==> src/rtl/collision_scheduler.sv <==
// collision_scheduler
//   Shares one rectangle-overlap comparator across an object hitbox table.
//   On Start it captures the player box, then walks the table one object
//   per cycle. Each result lands in HitMask. Hit, HitIndex and a Done pulse
//   are produced once the walk finishes.
//
// Optional build macro:
//   COLLISION_EARLY_EXIT_EN - the scan stops at the first overlapping
//                             object (HitMask then holds only that bit).
//
// Ports
//   Clk, Reset_n        clock, asynchronous active-low reset
//   Start               one-cycle scan request, ignored while a scan runs
//   PlayerX/Y/W/H       player hitbox, sampled only when a scan starts
//   ObjAddr             object-table read address
//   ObjX/Y/W/H          hitbox of the object currently addressed
//   Busy                scan in progress
//   Done                one-cycle pulse when the results below are updated
//   HitMask             per-object overlap flags
//   Hit                 OR of HitMask
//   HitIndex            lowest set bit of HitMask, 0 when there is no hit
module collision_scheduler #(
    parameter int N_OBJ = 8,
    parameter int IDX_W = 3
) (
    input  logic             Clk,
    input  logic             Reset_n,
    input  logic             Start,
    input  logic [9:0]       PlayerX,
    input  logic [9:0]       PlayerY,
    input  logic [9:0]       PlayerW,
    input  logic [9:0]       PlayerH,
    output logic [IDX_W-1:0] ObjAddr,
    input  logic [9:0]       ObjX,
    input  logic [9:0]       ObjY,
    input  logic [9:0]       ObjW,
    input  logic [9:0]       ObjH,
    output logic             Busy,
    output logic             Done,
    output logic [N_OBJ-1:0] HitMask,
    output logic             Hit,
    output logic [IDX_W-1:0] HitIndex
);

    typedef enum logic {IDLE, SCAN} state_t;

    state_t            state, state_next;
    logic [9:0]        px, py, pw, ph;
    logic [10:0]       px_end, py_end, ox_end, oy_end;
    logic              overlap;
    logic              last;
    logic              finish;
    logic [N_OBJ-1:0]  mask_next;
    logic [IDX_W-1:0]  idx_next;

    // Ends are formed in 11 bits so boxes near the 1023 edge cannot wrap.
    // Strict compares make edge-touching boxes miss; empty boxes are
    // rejected explicitly because the strict compares alone would still
    // accept a zero-width box sitting inside the other one.
    always_comb begin
        px_end  = {1'b0, px} + {1'b0, pw};
        py_end  = {1'b0, py} + {1'b0, ph};
        ox_end  = {1'b0, ObjX} + {1'b0, ObjW};
        oy_end  = {1'b0, ObjY} + {1'b0, ObjH};
        overlap = ({1'b0, px} < ox_end) && (px_end > {1'b0, ObjX}) &&
                  ({1'b0, py} < oy_end) && (py_end > {1'b0, ObjY}) &&
                  (pw != 10'd0) && (ph != 10'd0) &&
                  (ObjW != 10'd0) && (ObjH != 10'd0);
    end

    // Mask including the object being compared this cycle, and its lowest
    // set bit, so Hit/HitIndex can be registered on the final edge.
    always_comb begin
        mask_next          = HitMask;
        mask_next[ObjAddr] = overlap;
        idx_next           = '0;
        for (int i = N_OBJ - 1; i >= 0; i--) begin
            if (mask_next[i]) idx_next = IDX_W'(i);
        end
    end

    assign last = (ObjAddr == IDX_W'(N_OBJ - 1));

`ifdef COLLISION_EARLY_EXIT_EN
    assign finish = last || overlap;
`else
    assign finish = last;
`endif

    always_ff @(posedge Clk or negedge Reset_n) begin
        if (!Reset_n) state <= IDLE;
        else          state <= state_next;
    end

    always_comb begin
        state_next = state;
        case (state)
            IDLE:    if (Start)  state_next = SCAN;
            SCAN:    if (finish) state_next = IDLE;
            default: state_next = IDLE;
        endcase
    end

    always_ff @(posedge Clk or negedge Reset_n) begin
        if (!Reset_n) begin
            px       <= '0;
            py       <= '0;
            pw       <= '0;
            ph       <= '0;
            ObjAddr  <= '0;
            Busy     <= 1'b0;
            Done     <= 1'b0;
            HitMask  <= '0;
            Hit      <= 1'b0;
            HitIndex <= '0;
        end else begin
            Done <= 1'b0;
            case (state)
                IDLE: begin
                    if (Start) begin
                        px       <= PlayerX;
                        py       <= PlayerY;
                        pw       <= PlayerW;
                        ph       <= PlayerH;
                        ObjAddr  <= '0;
                        Busy     <= 1'b1;
                        HitMask  <= '0;
                        Hit      <= 1'b0;
                        HitIndex <= '0;
                    end
                end
                SCAN: begin
                    HitMask <= mask_next;
                    if (finish) begin
                        // Address is left on the last object read, so it
                        // saturates at N_OBJ-1 and never runs past an early hit.
                        Done     <= 1'b1;
                        Busy     <= 1'b0;
                        Hit      <= |mask_next;
                        HitIndex <= idx_next;
                    end else begin
                        ObjAddr <= ObjAddr + IDX_W'(1);
                    end
                end
                default: ;
            endcase
        end
    end

endmodule
==> config.mk <==
export PLATFORM = sky130hd
export DESIGN_NAME = collision_scheduler
export DESIGN_NICKNAME = d
export VERILOG_FILES = /design/src/rtl/collision_scheduler.sv
export SDC_FILE = /design/constraint.sdc
export NUM_CORES = 1
export LEC_CHECK = 0
export CORE_UTILIZATION = 45
export CTS_CLUSTER_DIAMETER = 60
export DETAILED_ROUTE_END_ITERATION = 7
export PLACE_DENSITY = 0.68
export REMOVE_ABC_BUFFERS = 1
export SLEW_MARGIN = 20
export SYNTH_ARGS = -nofsm -noshare
export SYNTH_HDL_FRONTEND = slang
export SYNTH_SLANG_ARGS = --single-unit
==> constraint.sdc <==
create_clock -name Clk -period 10.7 [get_ports Clk]
set_clock_uncertainty 0.2 [all_clocks]
set_input_delay 1.605 -clock Clk [delete_from_list [all_inputs] [get_ports Clk]]
set_output_delay 1.605 -clock Clk [all_outputs]
set_load 0.05 [all_outputs]
After elaboration in Yosys (flattened, before gate mapping)
Index checks and enable logic that the tools add are counted.

Register bits: 58. Latch bits: 0. Bits in writable memories: 0. Memories kept: 0. Output and inout port bits: 17. ROM bits: 0.

$add $sub $neg: 5. Shifts and indexed selects: 0. Mux-type cells: 29. Reductions and logical operators: 16. Magnitude comparators: 6. Div/mod/pow operators: 0. Equality and inequality tests: 4. Multipliers: 0. Bitwise logic cells: 1.

Operators with widths (count): $add A10 B10 Y11 (4); $reduce_bool A10 Y1 (4); $mux W3 (11); $gt A11 B10 Y1 (2); $lt A10 B11 Y1 (2); $pmux W8 S2 (1); $pmux W3 S2 (2); $mux W1 (9); $bwmux W8 (1); $logic_and A1 B1 Y1 (8); $mux W8 (1); $reduce_or A8 Y1 (1); $pmux W1 S2 (3); $reduce_and A2 Y1 (3); $lt A3 B4 Y1 const B (1); $ne A2 B2 Y1 const B (2); $add A3 B1 Y3 const B (1); $demux W1 S3 (1); $eq A3 B3 Y1 const B (1); $ge A3 B1 Y1 const B (1); $ne A2 B1 Y1 const B (1); $not A1 Y1 (1).

Depth between registers and ports, before layout
Gate-level depths: netlist of the first run.

Depth in word-level cells: 20. Gate-level depth with buffers: 18. Depth with buffers taken out: 18.

Least setup slack after synthesis of the first run
Ideal clock, no wire load.

Path type: input port to flip-flop. Start: in ObjY[0]. End: reg HitIndex[0]. Stages: 14. Arrival time: 4.863 ns. Library setup time: 0.134 ns. Setup slack: 5.504 ns. Path through: ha_1 -> fa_1 -> a211oi_1 -> o21bai_1 -> o41ai_1 -> xor2_1 -> ha_1 -> a2111oi_0 -> nand2_1 -> o211ai_1 -> o21a_1 -> o211ai_1 -> a2111oi_0 -> o21ai_1.

Longest elaborated chain between the ends: 19.

Ends and longest elaborated chain: from (decl) (RTL line 35) `input logic [9:0] ObjY,`; $add A10 B10 Y11 (RTL line 64) `oy_end = {1'b0, ObjY} + {1'b0, ObjH};`; $lt A10 B11 Y1 (RTL line 66) `({1'b0, py} < oy_end) && (py_end > {1'b0, ObjY}) &&`; $logic_and A1 B1 Y1 (RTL line 65) `overlap = ({1'b0, px} < ox_end) && (px_end > {1'b0, ObjX}) &&`; $logic_and A1 B1 Y1 * (2 in series) (RTL line 66); $logic_and A1 B1 Y1 * (2 in series) (RTL line 67) `(pw != 10'd0) && (ph != 10'd0) &&`; $logic_and A1 B1 Y1 * (RTL line 68) `(ObjW != 10'd0) && (ObjH != 10'd0);`; $bwmux W8 * (RTL line 75) `mask_next[ObjAddr] = overlap;`; $mux W3 (7 in series) (RTL line 78) `if (mask_next[i]) idx_next = IDX_W'(i);`; $mux W3 * (RTL line 78); $mux W3 * (RTL line 134) `if (finish) begin`; $pmux W3 S2 * (RTL line 118) `case (state)`; to (signal assigned) (RTL line 140) `HitIndex <= idx_next;`; to (decl) (RTL line 42) `output logic [IDX_W-1:0] HitIndex`.

Mark *: on every way between the ends. The rest lies on a longest branch, timed or not. The select of a mux whose other input is x is not followed. A chain may end at the register's enable or synchronous reset.

Worst setup path in the final report of the first run
Same ends and word-level chain as after synthesis.

==> flow_summary.toml, run 1 <==
[synthesis]
netlist_instances = 552
synth_top_cell_area_share_pct = 27.7
ys_warn_count = 0
syn_area_mm2 = 0.00524
synthArstFlopShare_pct = 100
yosysTopAreaCell = "dfrtp_1"
yosysMostFrequentCell = "ha_1"
ys_top_cells_by_count = "80 x ha_1, 58 x dfrtp_1, 43 x a21oi_1, 43 x nand2_1, 42 x inv_1"
ys_ff_latch = 58
synth.distinct_cells = 66
synth-edff-count = 0
synth_area_leaders = "dfrtp_1 28%, ha_1 19%, mux2_2 8.8%, a21oi_1 4.1%, xnor2_1 3.3%"
ys_dominant_reg_cell = "dfrtp_1"
seq_area_frac_synth_pct = 27.7
avgSynthCellArea_um2 = 9.48

[hold_path]
hold_end = "Hit"
hold_class = "flip-flop to flip-flop"
hp-start = "Hit"
whs_path_depth = 2

[critical_path]
path_class = "input pin to flip-flop"
crit_path_max_incr_delay_ns = 0.51
rr_worst_depth = 17
r2r_slack_ns = 6.03
setup.worst_path.end_class = "flip-flop"
cp_slowest_cell = "a2111oi_0"
timing.rr.end = "HitIndex[0]"
worstPathArrival_ns = 5.90
cp-start-kind = "input pin"
crit_path_cell_trace = "clkdlybuf4s50_1 > ha_1 > fa_1 > a211oi_1 > o21bai_1 > o41ai_1 > xor2_1 > ha_1 > a2111oi_0 > nand2_1 > o211ai_1 > o21a_1 > o211ai_1 > a2111oi_0 > o21ai_1"
cp_num_buf_inv = 1
crit_required_ns = 10.70
path_max_fanout = 4
cp_top_family = "compound AO/OA/AOI/OAI gates"
r2r-start = "py[1]"

[route]
antenna_left = 0
drc_errors = 0
via_per_inst = 5.71
drt_iter0_drc = 164
wl_per_cell_um = 16.1
wl_um = 12900
vias = 4565
drt_pre_antenna_iters = 4

[layout]
syn_to_final_growth_pct = 27.5
fin_util_pct = 58.7
drive_gt1_share_pct = 11.7
n_fill_cell = 1024
nets = 819
diodes = 0

[global_routing]
grt_pass1_vias = 4595
grt_util_all_layers_pct = 22.7
antenna_found_initial = 0
grt_overflow_total = 0
grt_max_degree = 59
grt_pass1_wl_um = 21000

[clocking]
cts_resized = 0
worstSkewPairLatency_ns = 0.33
clk_pin_slew_ns = 0.05
cts-root-buf = "clkbuf_16"
cts_tree = "yes"
htreeDepth = 3
cts_buffers = 9
numClockSinks = 58
post-cts-setup-buffers = 0
clockBufferDepth = 2
cts_hold_buffers = 0

[sta]
finalHoldViolations = 0
slew_violations = 0
timing.final.crit_share_pct = 55.2
max_freq_mhz = 169
setup_viol = 0
rsz0062_at_grt = "false"
max_slew_margin_pct = 49.2
period_minus_slack_ns = 5.91
setup_tns_ns = 0
fin_ws_ns = 4.79
worst_slew_pin_slew_ns = 0.763

[die]
core-area_mm2 = 0.0114
die_height_um = 110
num_rows = 39
dieWidth_um = 110
start_util_pct = 46.0
ios = 100
dieArea_mm2 = 0.0121

[flow_run]
drv_cap = 0

[placed_design]
numPortBuffers = 99
place_ws_ns = 4.52
place.gp.congestion = 0.931
hpwl_um = 10100

[power]
finalPower_mw = 2.32
power_density_mw_per_mm2 = 348
max-vdd-ir-drop_mv = 0.157
leakage_nw = 2.95

[status]
outcome = "finished clean"
[stage by stage]
stage | std cells | hold slack (ns) | area, µm²
floorplan | 540 | 0.301 | 5190
global placement | 784 | 0.279 | 6380
detailed placement | 784 | 0.283 | 6380
CTS | 800 | 0.300 | 6670
global route | 800 | 0.327 | 6670
finish | 800 | 0.298 | 6670
[worst max path at each step]
stage                  from           to  cells after the start
floorplan           ObjY[0]  HitIndex[0]                     14
global placement    ObjY[0]  HitIndex[0]                     15
detailed placement  ObjY[0]  HitIndex[0]                     15
CTS                 ObjY[0]  HitIndex[0]                     15
global route        ObjX[1]  HitIndex[0]                     19
finish              ObjY[0]  HitIndex[0]                     15
[area by class of cell]
class	count	area, µm²	area share (%)
multi-input combinational	439	3580	53.7
sequential	58	1450	21.7
timing repair buffer	101	1000	15.0
clock buffer	11	243	3.64
tap	143	179	2.68
inverter	43	161	2.42
clock inverter	5	53.8	0.806
[sequential cells by signal (all words and copies together), names as in the netlist]
register	flops
ObjAddr	3
Done	1
HitMask	8
Busy	1
px	10
state	1
Hit	1
py	10
pw	10
ph	10
HitIndex	3
[placed cells by master (no fill, tap or decap), drive strengths merged, types with 4 or more instances in the layout]
master         Yosys  routed
a211oi             7       7
a21o               9       9
a21oi             43      43
a31oi              5       5
clkbuf            12      11
clkdlybuf4s50      0      98
clkinv             1       5
dfrtp             58      58
fa                 4       4
ha                80      80
inv               42      42
mux2              41      41
mux2i              6       6
nand2             43      43
nand2b             6       6
nand3             11      11
nand4              5       5
nor2              26      26
nor3               9       9
nor4              10      10
o211ai             9       9
o21ai             24      24
o21bai            14      14
o22ai              6       6
o31ai              4       4
xnor2             20      20
xor2               7       7
[cells by family after synthesis]
group	Yosys count	synth area share, %
buffers and inverters	55	3.94
flip-flops	58	27.7
XOR/XNOR	27	4.52
AO/OA/AOI/OAI	154	20.8
AND/OR/NAND/NOR	127	12.4
multiplexers	47	9.97
adder cells (fa/ha/maj)	84	20.7
[where the power goes]
part	switching [mW]	internal, mW
clock network	0.101	0.185
registers	0.126	0.324
logic	0.858	0.728
total	1.08	1.24
[per-layer routing]
| layer | wire, µm | GRT usage, % | vias to the layer above |
|---|---|---|---|
| met2 | 6240 | 39.6 | 107 |
| met1 | 5940 | 28.4 | 2166 |
| li1 | - | - | 2272 |
| met5 | 0 | 0 | - |
| met4 | 210 | 8.10 | 0 |
| met3 | 527 | 2.96 | 20 |
[tightest hold or removal path: stages (launching register included)]
cell	delay (ns)
dfrtp_1	0.34
nand2_1	0.06
o21ai_1	0.06
No activity file was read; power rests on OpenSTA's default activity.
==> inputs of run 2 (changes only) <==
Clock period 10.7 ns to 5.45 ns, I/O delays scaled along.
==> run 2 against run 1 <==
Compared with the run above: count of clock-buffer cells in the layout is the same; total power grew 96%; clock power grew 96%; sequential power grew 97%; critical path type unchanged; critical path depth grew 4; setup slack lost 4.4 ns; flip-flop and latch count is the same; largest power group unchanged; final cell count shrank 0.25%; first-iteration DRC count grew 34%; critical endpoint unchanged; via count grew 1.5%; worst hold slack lost 0.014 ns; largest cell class unchanged.
==> flow_summary.toml, run 2 (synthesis results as in run 1) <==
[critical_path]
crit_required_ns = 5.44
setup.worst_path.end_class = "flip-flop"
path_max_fanout = 7
r2r_slack_ns = 0.86
cp-start-kind = "input pin"
r2r-start = "px[0]"
rr_worst_depth = 16
timing.rr.end = "HitIndex[0]"
path_class = "input pin to flip-flop"
worstPathArrival_ns = 5.10
crit_start = "ObjX[1]"

[global_routing]
grt_util_all_layers_pct = 22.7
antenna_found_initial = 0
grt_overflow_total = 0
grt_pass1_wl_um = 21200
grt_pass1_vias = 4632
grt_max_degree = 59

[sta]
finalHoldViolations = 0
period_minus_slack_ns = 5.10
fin_ws_ns = 0.346
timing.final.crit_share_pct = 93.7
max_freq_mhz = 196
worst_slew_pin_slew_ns = 0.757
setup_tns_ns = 0
max_slew_margin_pct = 49.5
setup_viol = 0
rsz0062_at_grt = "false"
slew_violations = 0

[die]
ios = 100
core-area_mm2 = 0.0114
die_height_um = 110
dieArea_mm2 = 0.0121
start_util_pct = 46.0
num_rows = 39
dieWidth_um = 110

[route]
via_per_inst = 5.80
drc_errors = 0
wl_um = 13000
drt_pre_antenna_iters = 4
antenna_left = 0
vias = 4632
wl_per_cell_um = 16.2
drt_iter0_drc = 219

[flow_run]
drv_cap = 0

[layout]
final_common_cell = "clkdlybuf4s50_1"
instances_no_fill = 798
final_cell_mix = "98 x clkdlybuf4s50_1, 80 x ha_1, 58 x dfrtp_1"
drive_gt1_share_pct = 11.6
fin_util_pct = 58.7
diodes = 0
nets = 819
syn_to_final_growth_pct = 27.4

[clocking]
post-cts-setup-buffers = 0
cts_buffers = 9
clockBufferDepth = 2
htreeDepth = 3
cts_resized = 0
cts_hold_buffers = 0
numClockSinks = 58
cts_tree = "yes"
cts-root-buf = "clkbuf_16"
clk_pin_slew_ns = 0.05
worstSkewPairLatency_ns = 0.32

[placed_design]
dp_cells = 784
hpwl_um = 10300
place.gp.congestion = 0.926
place_ws_ns = 0.0873
numPortBuffers = 99

[hold_path]
hold_end = "Hit"
hp-start = "Hit"
whs_path_depth = 2
hold_class = "flip-flop to flip-flop"

[power]
max-vdd-ir-drop_mv = 0.285
leakage_nw = 2.95
finalPower_mw = 4.56
power_density_mw_per_mm2 = 683

[status]
outcome = "finished clean"
-- run 2: cell count changes in the layout (fill, tap and decap cells not counted), sizes merged --
| cell | previous run | this run |
|---|---|---|
| clkinv | 5 | 3 |
-- run 2: worst max-delay path by stage --
| stage | end | depth (start not counted) |
|---|---|---|
| detailed placement | HitIndex[0] | 15 |
| finish | HitIndex[0] | 19 |
| global placement | HitIndex[0] | 15 |
| global route | HitIndex[0] | 19 |
| CTS | HitIndex[0] | 15 |
| floorplan | HitIndex[0] | 14 |
-- run 2: through the flow --
stage                     area [µm²]  hold WS, ns
after floorplan                 5190        0.301
after global placement          6380        0.277
after detailed placement        6380        0.276
after CTS                       6670        0.291
after global routing            6670        0.303
final                           6670        0.284
-- run 2: cell type report --
class                           instances  area [µm²]
Sequential cell                        58        1450
Clock buffer                           11         253
Multi-Input combinational cell        439        3580
Tap cell                              143         179
Inverter                               43         161
Timing Repair Buffer                  101        1000
Fill cell                            1007        4700
Clock inverter                          3        40.0
-- run 2: metal layers --
layer	vias up	track usage, %	share of wire [%]
met5	-	0	0
met4	0	7.05	1.3
met3	13	3.79	6.1
met2	149	39.7	49
met1	2210	28.3	44
li1	2260	-	-
-- run 2: critical path: stages --
cell and delay [ns]:
clkdlybuf4s50_1 0.50, ha_1 0.33, a21o_1 0.16, a21oi_1 0.24, o21bai_1 0.11, a21oi_1 0.26
o21bai_1 0.10, a21oi_1 0.31, nor4bb_1 0.10, a311oi_1 0.22, ha_1 0.17, and4b_1 0.20
nand2_1 0.06, o22a_1 0.15, a21oi_1 0.38, a311o_4 0.27, o21ai_0 0.11, a2111oi_0 0.47
o21ai_1 0.13
-- run 2: where the power goes --
group	switching, mW	total, mW	internal, mW
logic	1.68	3.11	1.43
clock network	0.189	0.561	0.371
registers	0.250	0.886	0.636
